$ cat config.mk
export PLATFORM = sky130hd
export DESIGN_NAME = dma_mc_engine
export DESIGN_NICKNAME = d
export VERILOG_FILES = /design/src/rtl/dma_mc_engine.sv
export SDC_FILE = /design/constraint.sdc
export NUM_CORES = 1
export LEC_CHECK = 0
export ABC_AREA = 1
export BUFFER_PORTS_ARGS = -buffer_cell sky130_fd_sc_hd__buf_2
export CAP_MARGIN = 20
export CELL_PAD_IN_SITES_DETAIL_PLACEMENT = 0
export CELL_PAD_IN_SITES_GLOBAL_PLACEMENT = 1
export CORE_AREA = 8 8 294 296
export CTS_CLUSTER_SIZE = 10
export DETAILED_ROUTE_END_ITERATION = 10
export DIE_AREA = 0 0 302 304
export GPL_TIMING_DRIVEN = 0
export PLACE_DENSITY = 0.68
export SLEW_MARGIN = 20
export SYNTH_ARGS = -nofsm -noshare
export SYNTH_HDL_FRONTEND = slang
export SYNTH_SLANG_ARGS = --single-unit
$ cat constraint.sdc
create_clock -name clk -period 10.1 [get_ports clk]
set_clock_uncertainty 0.1 [all_clocks]
set_input_delay 1.01 -clock clk [delete_from_list [all_inputs] [get_ports clk]]
set_output_delay 1.01 -clock clk [all_outputs]
set_load 0.05 [all_outputs]
$ cat src/rtl/dma_mc_engine.sv
// Multi-channel word-copy DMA over one AXI-Lite master.
// Channels are served round-robin, one word per grant.
module dma_mc_engine #(
  parameter int NUM_CH     = 4,
  parameter int ADDR_WIDTH = 32,
  parameter int DATA_WIDTH = 32,
  parameter int LEN_WIDTH  = 16
) (
  input  logic                         clk,
  input  logic                         rstn,
  input  logic [NUM_CH-1:0]            ch_start,
  input  logic [NUM_CH*ADDR_WIDTH-1:0] ch_src_addr,
  input  logic [NUM_CH*ADDR_WIDTH-1:0] ch_dst_addr,
  input  logic [NUM_CH*LEN_WIDTH-1:0]  ch_len,
  output logic [NUM_CH-1:0]            ch_busy,
  output logic [NUM_CH-1:0]            ch_done,
  output logic [NUM_CH-1:0]            ch_err,
  output logic [ADDR_WIDTH-1:0]        m_awaddr,
  output logic                         m_awvalid,
  input  logic                         m_awready,
  output logic [DATA_WIDTH-1:0]        m_wdata,
  output logic [DATA_WIDTH/8-1:0]      m_wstrb,
  output logic                         m_wvalid,
  input  logic                         m_wready,
  input  logic [1:0]                   m_bresp,
  input  logic                         m_bvalid,
  output logic                         m_bready,
  output logic [ADDR_WIDTH-1:0]        m_araddr,
  output logic                         m_arvalid,
  input  logic                         m_arready,
  input  logic [DATA_WIDTH-1:0]        m_rdata,
  input  logic [1:0]                   m_rresp,
  input  logic                         m_rvalid,
  output logic                         m_rready
);

  localparam int CW = (NUM_CH > 1) ? $clog2(NUM_CH) : 1;
  localparam logic [ADDR_WIDTH-1:0] STEP =
    ADDR_WIDTH'(DATA_WIDTH / 8);

  typedef enum logic [2:0] {
    IDLE, RD_A, RD_D, WR, WR_B
  } state_t;

  state_t                state;
  logic [CW-1:0]         rr;
  logic [CW-1:0]         g;
  logic [NUM_CH-1:0]     busy_q;
  logic [NUM_CH-1:0]     done_q;
  logic [NUM_CH-1:0]     err_q;
  logic [ADDR_WIDTH-1:0] src_q [NUM_CH];
  logic [ADDR_WIDTH-1:0] dst_q [NUM_CH];
  logic [LEN_WIDTH-1:0]  rem_q [NUM_CH];

  logic [CW-1:0] nxt;
  logic [CW-1:0] idx;
  logic          has_req;
  logic          aw_fin;
  logic          w_fin;

  assign ch_busy = busy_q;
  assign ch_done = done_q;
  assign ch_err  = err_q;

  // first busy channel after the last grant
  always_comb begin
    nxt     = rr;
    idx     = '0;
    has_req = 1'b0;
    for (int k = 1; k <= NUM_CH; k++) begin
      idx = CW'((int'(rr) + k) % NUM_CH);
      if (!has_req && busy_q[idx]) begin
        nxt     = idx;
        has_req = 1'b1;
      end
    end
  end

  assign aw_fin = !m_awvalid || m_awready;
  assign w_fin  = !m_wvalid || m_wready;

  always_ff @(posedge clk) begin
    if (!rstn) begin
      state     <= IDLE;
      rr        <= CW'(NUM_CH - 1);
      g         <= '0;
      busy_q    <= '0;
      done_q    <= '0;
      err_q     <= '0;
      m_araddr  <= '0;
      m_arvalid <= 1'b0;
      m_rready  <= 1'b0;
      m_awaddr  <= '0;
      m_awvalid <= 1'b0;
      m_wdata   <= '0;
      m_wstrb   <= '0;
      m_wvalid  <= 1'b0;
      m_bready  <= 1'b0;
      for (int i = 0; i < NUM_CH; i++) begin
        src_q[i] <= '0;
        dst_q[i] <= '0;
        rem_q[i] <= '0;
      end
    end else begin
      unique case (state)
        IDLE: begin
          if (has_req) begin
            g         <= nxt;
            rr        <= nxt;
            m_araddr  <= src_q[nxt];
            m_arvalid <= 1'b1;
            state     <= RD_A;
          end
        end
        RD_A: begin
          if (m_arready) begin
            m_arvalid <= 1'b0;
            m_rready  <= 1'b1;
            state     <= RD_D;
          end
        end
        RD_D: begin
          if (m_rvalid) begin
            m_rready <= 1'b0;
            if (m_rresp != 2'b00) begin
              err_q[g]  <= 1'b1;
              done_q[g] <= 1'b1;
              busy_q[g] <= 1'b0;
              state     <= IDLE;
            end else begin
              m_wdata   <= m_rdata;
              m_wstrb   <= '1;
              m_awaddr  <= dst_q[g];
              m_awvalid <= 1'b1;
              m_wvalid  <= 1'b1;
              state     <= WR;
            end
          end
        end
        WR: begin
          if (m_awvalid && m_awready) m_awvalid <= 1'b0;
          if (m_wvalid && m_wready) m_wvalid <= 1'b0;
          if (aw_fin && w_fin) begin
            m_bready <= 1'b1;
            state    <= WR_B;
          end
        end
        WR_B: begin
          if (m_bvalid) begin
            m_bready <= 1'b0;
            state    <= IDLE;
            if (m_bresp != 2'b00) begin
              err_q[g]  <= 1'b1;
              done_q[g] <= 1'b1;
              busy_q[g] <= 1'b0;
            end else begin
              src_q[g] <= src_q[g] + STEP;
              dst_q[g] <= dst_q[g] + STEP;
              rem_q[g] <= rem_q[g] - 1'b1;
              if (rem_q[g] == LEN_WIDTH'(1)) begin
                busy_q[g] <= 1'b0;
                done_q[g] <= 1'b1;
              end
            end
          end
        end
        default: state <= IDLE;
      endcase
      // busy channels ignore start, so this never races the FSM
      for (int i = 0; i < NUM_CH; i++) begin
        if (ch_start[i] && !busy_q[i]) begin
          src_q[i]  <= ch_src_addr[i*ADDR_WIDTH +: ADDR_WIDTH];
          dst_q[i]  <= ch_dst_addr[i*ADDR_WIDTH +: ADDR_WIDTH];
          rem_q[i]  <= ch_len[i*LEN_WIDTH +: LEN_WIDTH];
          err_q[i]  <= 1'b0;
          done_q[i] <= (ch_len[i*LEN_WIDTH +: LEN_WIDTH] == '0);
          busy_q[i] <= (ch_len[i*LEN_WIDTH +: LEN_WIDTH] != '0);
        end
      end
    end
  end

endmodule

==> summary.txt, run 1 <==
Layout
  • Number of inserted filler cells in the final layout: between 8k and 9k
  • Layout cells sized above 1: roughly a fifth
  • Layout net count: 4118
  • Fin util: 36.80%
  • Most frequent cells in the layout: sky130_fd_sc_hd__nand2_1, sky130_fd_sc_hd__buf_2, sky130_fd_sc_hd__edfxtp_1
  • Most common library cell in the layout ignoring fill and taps: sky130_fd_sc_hd__nand2_1
  • Area growth from synthesis to final layout: 23.80%
  • Non-filler instance count after layout: 4863

Drt
  • DRT antenna net count: 0
  • Total Wirelength: 126200 um
  • Met2 routed wirelength: 59540 um
  • Routed length on met3: 11410 um
  • Vias: 24.91k
  • Drt first-iter violations: 2580
  • Top layer used by detailed routing: met4
  • Routed WL per cell: 25.95 um
  • Detailed Routing Iterations Pass 1: 6
  • Wire length on met1: 49280 um
  • Post-route DRC violation count: 0
  • Per-cell via count in the routed design: 5.123

Timing
  • Worst relative slew slack: 25.13%
  • Final max-slew violation count: 0
  • TNS Setup: 0 ns
  • Minimum clock period after layout: 4.958 ns
  • Setup violation total in the final timing report: 0
  • RSZ-0062 raised after global routing: no
  • Final Hold Viols: 0
  • Post-route clock period utilization: 49.09%
  • Worst slew pin tran: 1.119 ns
  • Fmax achieved: ~0.2 GHz
  • Post-route setup slack: 5.142 ns

Floorplan
  • Die width: 302 um
  • Die height: 304 um
  • Placeable core region: 81580 um^2
  • Overall die area: 91810 um^2
  • Number of placement rows: 105
  • Initial core utilization: 29.73%
  • Num ports: between 400 and 500

Yosys
  • Post-synthesis sequential area ratio: 49.78%
  • Number of flip-flops and latches in the synthesized netlist: 443
  • Top cells by area, synth: sky130_fd_sc_hd__edfxtp_1, sky130_fd_sc_hd__nand2_1, sky130_fd_sc_hd__dfxtp_1
  • Synthesized net count: 3570
  • Synth Area per Inst: 7.581 um^2
  • Top-area cell type share of the netlist area: 39.62%
  • Count of unique library cells instantiated by Yosys: 45
  • Warning count from the yosys run: 0
  • Cell Area, Synth: 24250 um^2
  • Library cell with the largest summed area after synthesis: sky130_fd_sc_hd__edfxtp_1
  • Syn Inst Count: 3199

Global route
  • GR Overflow Total: 0
  • First-pass GRT wire length: 175200 um
  • Initial antenna violation count: 2
  • Largest net degree at the start of global routing: 37
  • Vias in the first global route: 24.76k
  • GRT Total Usage: about a quarter

CTS
  • Reg clk slew, reported paths: 0.06 ns
  • Inserted Clock Buffers: 55
  • Post-CTS Hold Fix Bufs: 0
  • Bufs on Longest Clock Path: 3
  • Clock Tree Root: sky130_fd_sc_hd__clkbuf_16
  • Source-to-sink clock delay at the later pin of the worst-skew pair: between 0.6 and 0.7 ns
  • # resized after CTS: 0
  • Clock tree from TritonCTS: yes
  • CTS H-tree depth: 2
  • Number of buffers inserted to repair setup after CTS: 0
  • Number of sinks handled by clock tree synthesis: 443

Power
  • Pwr dens: approximately 250 nW/um^2
  • Total power after layout: 7492 uW
  • Static Leakage: 0.01376 uW
  • Maximum ir drop on the vdd rail: 0.1600 mV

Place
  • Number of placed cells counting well taps: 4760
  • Final weighted congestion in routability-driven placement: 0.9680
  • Pre-CTS WS: 4.551 ns
  • Port Buf Inserts: approximately 480
  • HPWL reported at the end of detailed placement: 98320 um

Min path
  • Hold crit path type: flop to flop

Setup path
  • Required time at the worst-slack endpoint: 10.35 ns
  • Largest driver fanout on the critical path: 36
  • CP startpoint kind: input port
  • Critical path, cell by cell: buf_2 -> inv_2 -> nor2_1 -> a21oi_1 -> nand2_2 -> inv_1 -> nand2_2 -> clkbuf_1 -> nand3_4 -> buf_12 -> buf_16
  • Longest individual stage delay on the worst path: about 0.89 ns
  • Most used cell, CP: sky130_fd_sc_hd__nand2_2
  • Sort of element at the end of the critical path: flop
  • Cell with the largest stage delay on the worst path: sky130_fd_sc_hd__nor2_1
  • Critical path arrival: 5.21 ns
  • Setup Crit Path Kind: input port to flop

Run
  • Maximum capacitance violations: 0

Outcome
  • Outcome: complete, no violations
==> path summary, 6_finish.rpt <==
check,from,to,slack (ns),cells after the start
setup / recovery,rstn,dst_q[0][8],5.14,11
hold reg to reg,m_rready,m_rready,0.37,2
setup reg to reg,ch_busy[2],dst_q[0][8],5.33,11
hold / removal,m_rready,m_rready,0.37,2
==> metrics by stage <==
| stage | instance area, um^2 | hold slack (ns) |
|---|---|---|
| 2_1_floorplan | 24250 | 0.3844 |
| 3_3_place_gp | 28000 | 0.3674 |
| 3_5_place_dp | 28260 | 0.3662 |
| 4_1_cts | 30020 | 0.3744 |
| 5_1_grt | 30020 | 0.3982 |
| 6_report | 30020 | 0.3737 |
==> critical path: cells and delay by family <==
family                 cells  cell delay (ns)
AOI/OAI and AO/OA          1             0.19
and+or+nand+nor            4             1.99
buffers and inverters      6             1.97
==> synthesized netlist by cell type (all sizes together) <==
library cell and number:
a21oi 56, a221oi 2, a22oi 1, a31oi 2
a32o 2, and2 1, and3 1, buf 90
clkbuf 88, clkinv 2, dfxtp 123, edfxtp 320
ha 4, inv 181, nand2 1325, nand3 305
nand3b 31, nand4 20, nor2 273, nor3 15
nor3b 1, nor4 16, o211ai 14, o21ai 273
o21bai 1, o22ai 3, or2 2, xnor2 12
xor2 35
==> cell type report <==
class | count | area [um^2] | area share [%]
Clock inverter | 9 | 103.9 | 0.3459
Sequential cell | 443 | 12070 | 40.21
Buffer | 178 | 925.9 | 3.084
Multi-Input combinational cell | 2395 | 10620 | 35.36
Tap cell | 1070 | 1339 | 4.459
Timing Repair Buffer | 491 | 2615 | 8.710
Clock buffer | 93 | 1662 | 5.534
Inverter | 183 | 686.9 | 2.288
Antenna cell | 1 | 2.502 | 0.008335
==> power breakdown <==
part	switching, uW	internal, uW	leakage (uW)
Clock	825	1140	0.000855
Sequential	105	2220	0.00449
Combinational	2410	796	0.00841
Total	3340	4150	0.0138
==> per-layer routing <==
metal  vias up  global-route usage [%]
met5         -                       0
met4         0                   10.95
met2      1266                   44.36
met1     11820                   32.94
li1      11590                       -
met3       238                   5.361
==> kinds of logic (layout without fill, tap and decap cells) <==
logic type	count (synthesis)	in the layout	synth area share, %
adders and majority gates	4	4	0.2064
AOI/OAI and AO/OA	354	354	7.636
buffers and inverters	361	954	6.650
xor gates and xnor gates	47	47	1.759
and+or+nand+nor	1990	1990	33.97
other	0	1	0
DFF	443	443	49.78
==> state kept, by name (all words and copies together) (netlist names), named ones only <==
name and cells:
m_arvalid 1, m_wdata 32, rem_q 64, dst_q 128
m_awvalid 1, src_q 128, rr 2, ch_done 4
m_wvalid 1, state 3, ch_busy 4, ch_err 4
m_araddr 32, m_bready 1, g 2, m_rready 1
m_wstrb 1, m_awaddr 32
No activity file was read; power rests on OpenSTA's default activity.
==> inputs of run 2 (changes only) <==
- clock period: 10.1 -> 5 ns (I/O delays scaled with it)
==> run 2 against run 1 <==
  * Die area stayed put
  * Via count up 0.66%
  * Core utilization is 0.38 points higher
  * Flip-flop and latch count did not move
  * Power grew 100%
  * Combinational power grew 100%
  * Non-clock buffer count up 31
  * Hold slack lost 0.35 ns
==> summary.txt, run 2 (synthesis results as in run 1) <==
Global route
  • Vias in the first global route: roughly 25k
  • Busiest layer in global routing: met2
  • GRT Total Usage: 26.52%
  • GR Overflow Total: 0
  • Met3 demand-to-capacity share in global routing: 5.368%
  • Met2 track utilization from global routing: 44.44%
  • First-pass GRT wire length: about 180000 um
  • GRT met1 Usage: roughly 33%
  • Initial antenna violation count: 2
  • Largest net degree at the start of global routing: 37

Power
  • Pwr dens: between 500 and 600 nW/um^2
  • Static Leakage: 0.01389 uW
  • Maximum ir drop on the vdd rail: 0.3243 mV

CTS
  • CTS H-tree depth: 2
  • Reg clk slew, reported paths: 0.06 ns
  • Number of buffers inserted to repair setup after CTS: 0
  • Number of sinks handled by clock tree synthesis: roughly 440
  • Clock Tree Root: sky130_fd_sc_hd__clkbuf_16
  • Source-to-sink clock delay at the later pin of the worst-skew pair: 0.64 ns
  • Bufs on Longest Clock Path: 3
  • Clock tree from TritonCTS: yes
  • Inserted Clock Buffers: 55

Timing
  • Minimum clock period after layout: 4.820 ns
  • Setup violation total in the final timing report: 0
  • Worst relative slew slack: between 20% and 30%
  • Post-route clock period utilization: between 90% and 100%
  • Final max-slew violation count: 0
  • Worst slew pin tran: 1.131 ns
  • Fmax achieved: 0.2075 GHz
  • TNS Setup: 0 ns
  • RSZ-0062 raised after global routing: no
  • Final Hold Viols: 0
  • Post-route setup slack: ~0.18 ns

Floorplan
  • Placeable core region: 81580 um^2
  • Initial core utilization: 29.73%
  • Overall die area: ~92000 um^2
  • Num ports: approximately 480
  • Die width: 302 um
  • Die height: 304 um
  • Number of placement rows: 105

Setup path
  • CP startpoint: ch_busy[2]
  • Cells on worst reg2reg path: 11
  • Required time at the worst-slack endpoint: 5.26 ns
  • Worst reg2reg path startpoint: ch_busy[2]
  • Worst reg2reg setup slack: about 0.18 ns
  • Sort of element at the end of the critical path: flop
  • Setup Crit Path Kind: flop to flop
  • CP startpoint kind: flop
  • Critical path arrival: 5.08 ns
  • Largest driver fanout on the critical path: 31

Place
  • Pre-CTS WS: -0.03917 ns
  • Port Buf Inserts: 482
  • HPWL reported at the end of detailed placement: 98320 um
  • Placed inst area: 28260 um^2
  • Final weighted congestion in routability-driven placement: 0.9680

Outcome
  • Outcome: complete, no violations

Layout
  • Layout net count: roughly 4.1k
  • Fin area: approximately 30000 um^2
  • Area growth from synthesis to final layout: 25.08%
  • Layout cells sized above 1: 18.91%
  • Most frequent cells in the layout: sky130_fd_sc_hd__nand2_1, sky130_fd_sc_hd__buf_2, sky130_fd_sc_hd__edfxtp_1
  • Top Registers: dst_q x128, src_q x128, rem_q x64
  • Most common library cell in the layout ignoring fill and taps: sky130_fd_sc_hd__nand2_1

Drt
  • Post-route DRC violation count: 0
  • Routed WL per cell: around 26 um
  • Per-cell via count in the routed design: 5.124
  • Drt first-iter violations: 2588
  • Vias: 25.08k
  • Detailed Routing Iterations Pass 1: 6
  • DRT antenna net count: 0
  • Total Wirelength: 126600 um

Min path
  • Hold Path Depth: 3
  • Hold path startpoint: m_rdata[24]
  • Hold crit path type: input port to flop

Run
  • Maximum capacitance violations: 0
[run 2: changes by cell type in the layout (fill, tap and decap cells not counted)]
cell and delta:
sky130_fd_sc_hd__dlygate4sd3_1 +31
[run 2: final cells by class]
cell class / count / area (um^2)
Clock buffer: 93 / 1662
Inverter: 183 / 686.9
Tap cell: 1070 / 1339
Clock inverter: 9 / 103.9
Antenna cell: 1 / 2.502
Multi-Input combinational cell: 2395 / 10620
Fill cell: 8907 / 51250
Buffer: 178 / 925.9
Sequential cell: 443 / 12070
Timing Repair Buffer: 522 / 2925
[run 2: report_power, final]
part           switching [uW]  total (uW)  internal (uW)
logic                    4880        6500           1620
clock network            1680        3980           2310
registers                 213        4690           4480
[run 2: final timing paths]
| check | to |
|---|---|
| hold / removal | m_wdata[24] |
| hold reg to reg | m_rready |
| setup / recovery | rem_q[1][5] |
| setup reg to reg | rem_q[1][5] |
[run 2: worst max-delay path: stages, from the launching register on]
cell	delay [ns]
sky130_fd_sc_hd__dfxtp_1	0.35
sky130_fd_sc_hd__inv_1	0.12
sky130_fd_sc_hd__nand2_1	0.20
sky130_fd_sc_hd__nor2_1	0.91
sky130_fd_sc_hd__a21oi_1	0.19
sky130_fd_sc_hd__nand2_2	0.18
sky130_fd_sc_hd__nor2_4	0.12
sky130_fd_sc_hd__inv_1	0.34
sky130_fd_sc_hd__clkbuf_1	0.70
sky130_fd_sc_hd__nand3_4	0.64
sky130_fd_sc_hd__buf_16	0.41
sky130_fd_sc_hd__buf_12	0.22
[run 2: through the flow]
step                      cells  util, %  total power [uW]  hold WS (ns)
final                      4894    37.18             15180       0.02695
after global routing       4893    37.18             15890       0.02885
after CTS                  4893    37.18             15140       0.01358
after detailed placement   4760    34.63             11160        0.3662
after global placement     4751    34.32             11160        0.3674
after floorplan            3199        -              8650        0.3844
[run 2: metal layers]
metal / vias up / share of wire [%]
met1: 12000 / 40
met3: 244 / 8.6
li1: 11640 / -
met5: - / 0
met2: 1192 / 47
met4: 0 / 4.7
[run 2: repair_timing]
action | CTS | global route
hold endpoints to repair | 31 | 0
hold buffers | 31 | 0
resized for setup | 0 | 0
endpoints found under the setup margin | 0 | 0
==> inputs of run 3 (changes only) <==
- BUFFER_PORTS_ARGS: -buffer_cell sky130_fd_sc_hd__buf_2 -> -buffer_cell sky130_fd_sc_hd__buf_4
==> run 3 against run 2 <==
  * Sequential share of layout area shrank 1.4 points
  * Power up 0.36%
  * Design area up 3.7%
  * Core utilization rose by 1.4 points
  * Critical path type unchanged
==> summary.txt, run 3 (synthesis results as in run 1) <==
Timing
  • RSZ-0062 raised after global routing: no
  • Final max-slew violation count: 0
  • Minimum clock period after layout: around 4.8 ns
  • TNS Setup: 0 ns
  • Final Hold Viols: 0
  • Post-route clock period utilization: a little over nine tenths
  • Worst slew pin tran: roughly 1.2 ns
  • Worst relative slew slack: 17.44%
  • Setup violation total in the final timing report: 0
  • Fmax achieved: 0.2101 GHz

CTS
  • Number of buffers inserted to repair setup after CTS: 0
  • Clock tree from TritonCTS: yes
  • Inserted Clock Buffers: 54
  • Bufs on Longest Clock Path: 3
  • Clock Tree Root: sky130_fd_sc_hd__clkbuf_16
  • CTS H-tree depth: 2
  • Source-to-sink clock delay at the later pin of the worst-skew pair: 0.65 ns
  • Number of sinks handled by clock tree synthesis: 443
  • Reg clk slew, reported paths: 0.06 ns

Drt
  • Total Wirelength: between 100000 and 150000 um
  • Detailed Routing Iterations Pass 1: 6
  • DRT antenna net count: 0
  • Vias: 25.17k
  • Drt first-iter violations: between 2k and 3k
  • Routed WL per cell: 26.05 um
  • Post-route DRC violation count: 0
  • Per-cell via count in the routed design: between 5 and 6

Setup path
  • Required time at the worst-slack endpoint: 5.25 ns
  • Cell family with most CP delay: simple AND/OR/NAND/NOR gates
  • Critical path arrival: 5.01 ns
  • Number of buffer and inverter stages on the critical path: 5
  • CP startpoint kind: flop
  • Longest individual stage delay on the worst path: a little over 0.8 ns
  • Most used cell, CP: sky130_fd_sc_hd__buf_12
  • Sort of element at the end of the critical path: flop
  • Critical path, cell by cell: inv_1 -> nand2_1 -> nor2_2 -> a21oi_1 -> nand2_2 -> nor2_4 -> inv_2 -> clkbuf_1 -> nand3_4 -> buf_12 -> buf_12
  • Cell with the largest stage delay on the worst path: sky130_fd_sc_hd__clkbuf_1
  • Largest driver fanout on the critical path: 31
  • Setup Crit Path Kind: flop to flop

Layout
  • Most frequent cells in the layout: sky130_fd_sc_hd__nand2_1, sky130_fd_sc_hd__buf_4, sky130_fd_sc_hd__edfxtp_1
  • Fin area: 31450 um^2
  • Layout net count: between 4k and 5k
  • Layout cells sized above 1: between 10% and 20%
  • Top Registers: dst_q x128, src_q x128, rem_q x64
  • Most common library cell in the layout ignoring fill and taps: sky130_fd_sc_hd__nand2_1
  • Fin util: roughly two fifths
  • Area growth from synthesis to final layout: 29.67%
  • Non-filler instance count after layout: between 4k and 5k

Floorplan
  • Die width: 302 um
  • Die height: 304 um
  • Initial core utilization: 29.73%
  • Overall die area: 91810 um^2
  • Num ports: roughly 480
  • Number of placement rows: 105
  • Placeable core region: 81580 um^2

Outcome
  • Outcome: complete, no violations

Place
  • Port Buf Inserts: between 400 and 500
  • Final weighted congestion in routability-driven placement: 0.9573
  • Placed inst area: between 20000 and 30000 um^2
  • HPWL reported at the end of detailed placement: 98750 um
  • Number of placed cells counting well taps: 4759

Global route
  • Largest net degree at the start of global routing: 34
  • First-pass GRT wire length: 176500 um
  • Vias in the first global route: 24.92k
  • GR Overflow Total: 0
  • GRT Total Usage: a little over a quarter
  • Initial antenna violation count: 7

Run
  • Maximum capacitance violations: 0

Power
  • Static Leakage: 0.01416 uW
  • Pwr dens: 484.4 nW/um^2
  • Maximum ir drop on the vdd rail: ~0.25 mV
  • Total power after layout: 15230 uW

Min path
  • Hold crit path type: input port to flop
run 3: cell count changes in the layout (fill, tap and decap cells not counted), sizes merged:
cell,delta
clkbuf,-3
diode,+1
inv,-2
dlygate4sd3,+3
buf,-1
clkinv,+3
run 3: final cells by class:
type                    count  area [um^2]
diodes                      2        5.005
plain buffers             178        925.9
clock buffers              90         1546
clock inverters            10        125.1
fillers                  8701        50140
inverters                 183        686.9
multi-input cells        2395        10620
flip-flops and latches    443        12070
well taps                1070         1339
repair buffers            524         4126
run 3: per-stage QoR:
step	hold WS, ns	worst slack (ns)
3_3_place_gp	0.3738	-4.290
2_1_floorplan	0.3844	0.3071
6_report	0.02061	0.2401
3_5_place_dp	0.3700	-0.2968
5_1_grt	0.01698	0.07345
4_1_cts	0.0001590	0.2494
run 3: routing by layer:
layer / vias to the layer above / share of wire [%] / track usage, % / wire length [um]
li1: 11660 / - / - / -
met1: 12050 / 40 / 33.44 / 50940
met2: 1221 / 47 / 44.05 / 59630
met3: 238 / 8.7 / 5.503 / 11110
met4: 4 / 4.6 / 10.99 / 5815
met5: - / 0.016 / 0 / 21
run 3: path summary, 6_finish.rpt:
check                        start  cells past startpoint            to  slack, ns
setup / recovery        ch_busy[2]                     11  src_q[3][16]       0.24
hold reg to reg           m_rready                      2      m_rready       0.38
setup reg to reg        ch_busy[2]                     11  src_q[3][16]       0.24
hold / removal    ch_dst_addr[125]                      3  dst_q[3][29]       0.02
run 3: power by group:
group / total (uW) / switching [uW] / internal (uW)
Clock: 3860 / 1700 / 2160
Combinational: 6670 / 4890 / 1770
Sequential: 4700 / 221 / 4480
Total: 15200 / 6820 / 8410
run 3: what timing repair did:
item / 4_1_cts / 5_1_grt
gates resized for setup: 1 / 0
hold endpoints to repair: 34 / 0
hold buffers: 34 / 0
endpoints found under the setup margin: 2 / 0
run 3: worst min-delay path: stages:
cell                      delay (ns)
sky130_fd_sc_hd__buf_4          0.08
sky130_fd_sc_hd__nand2_1        0.04
sky130_fd_sc_hd__nand2_1        0.06
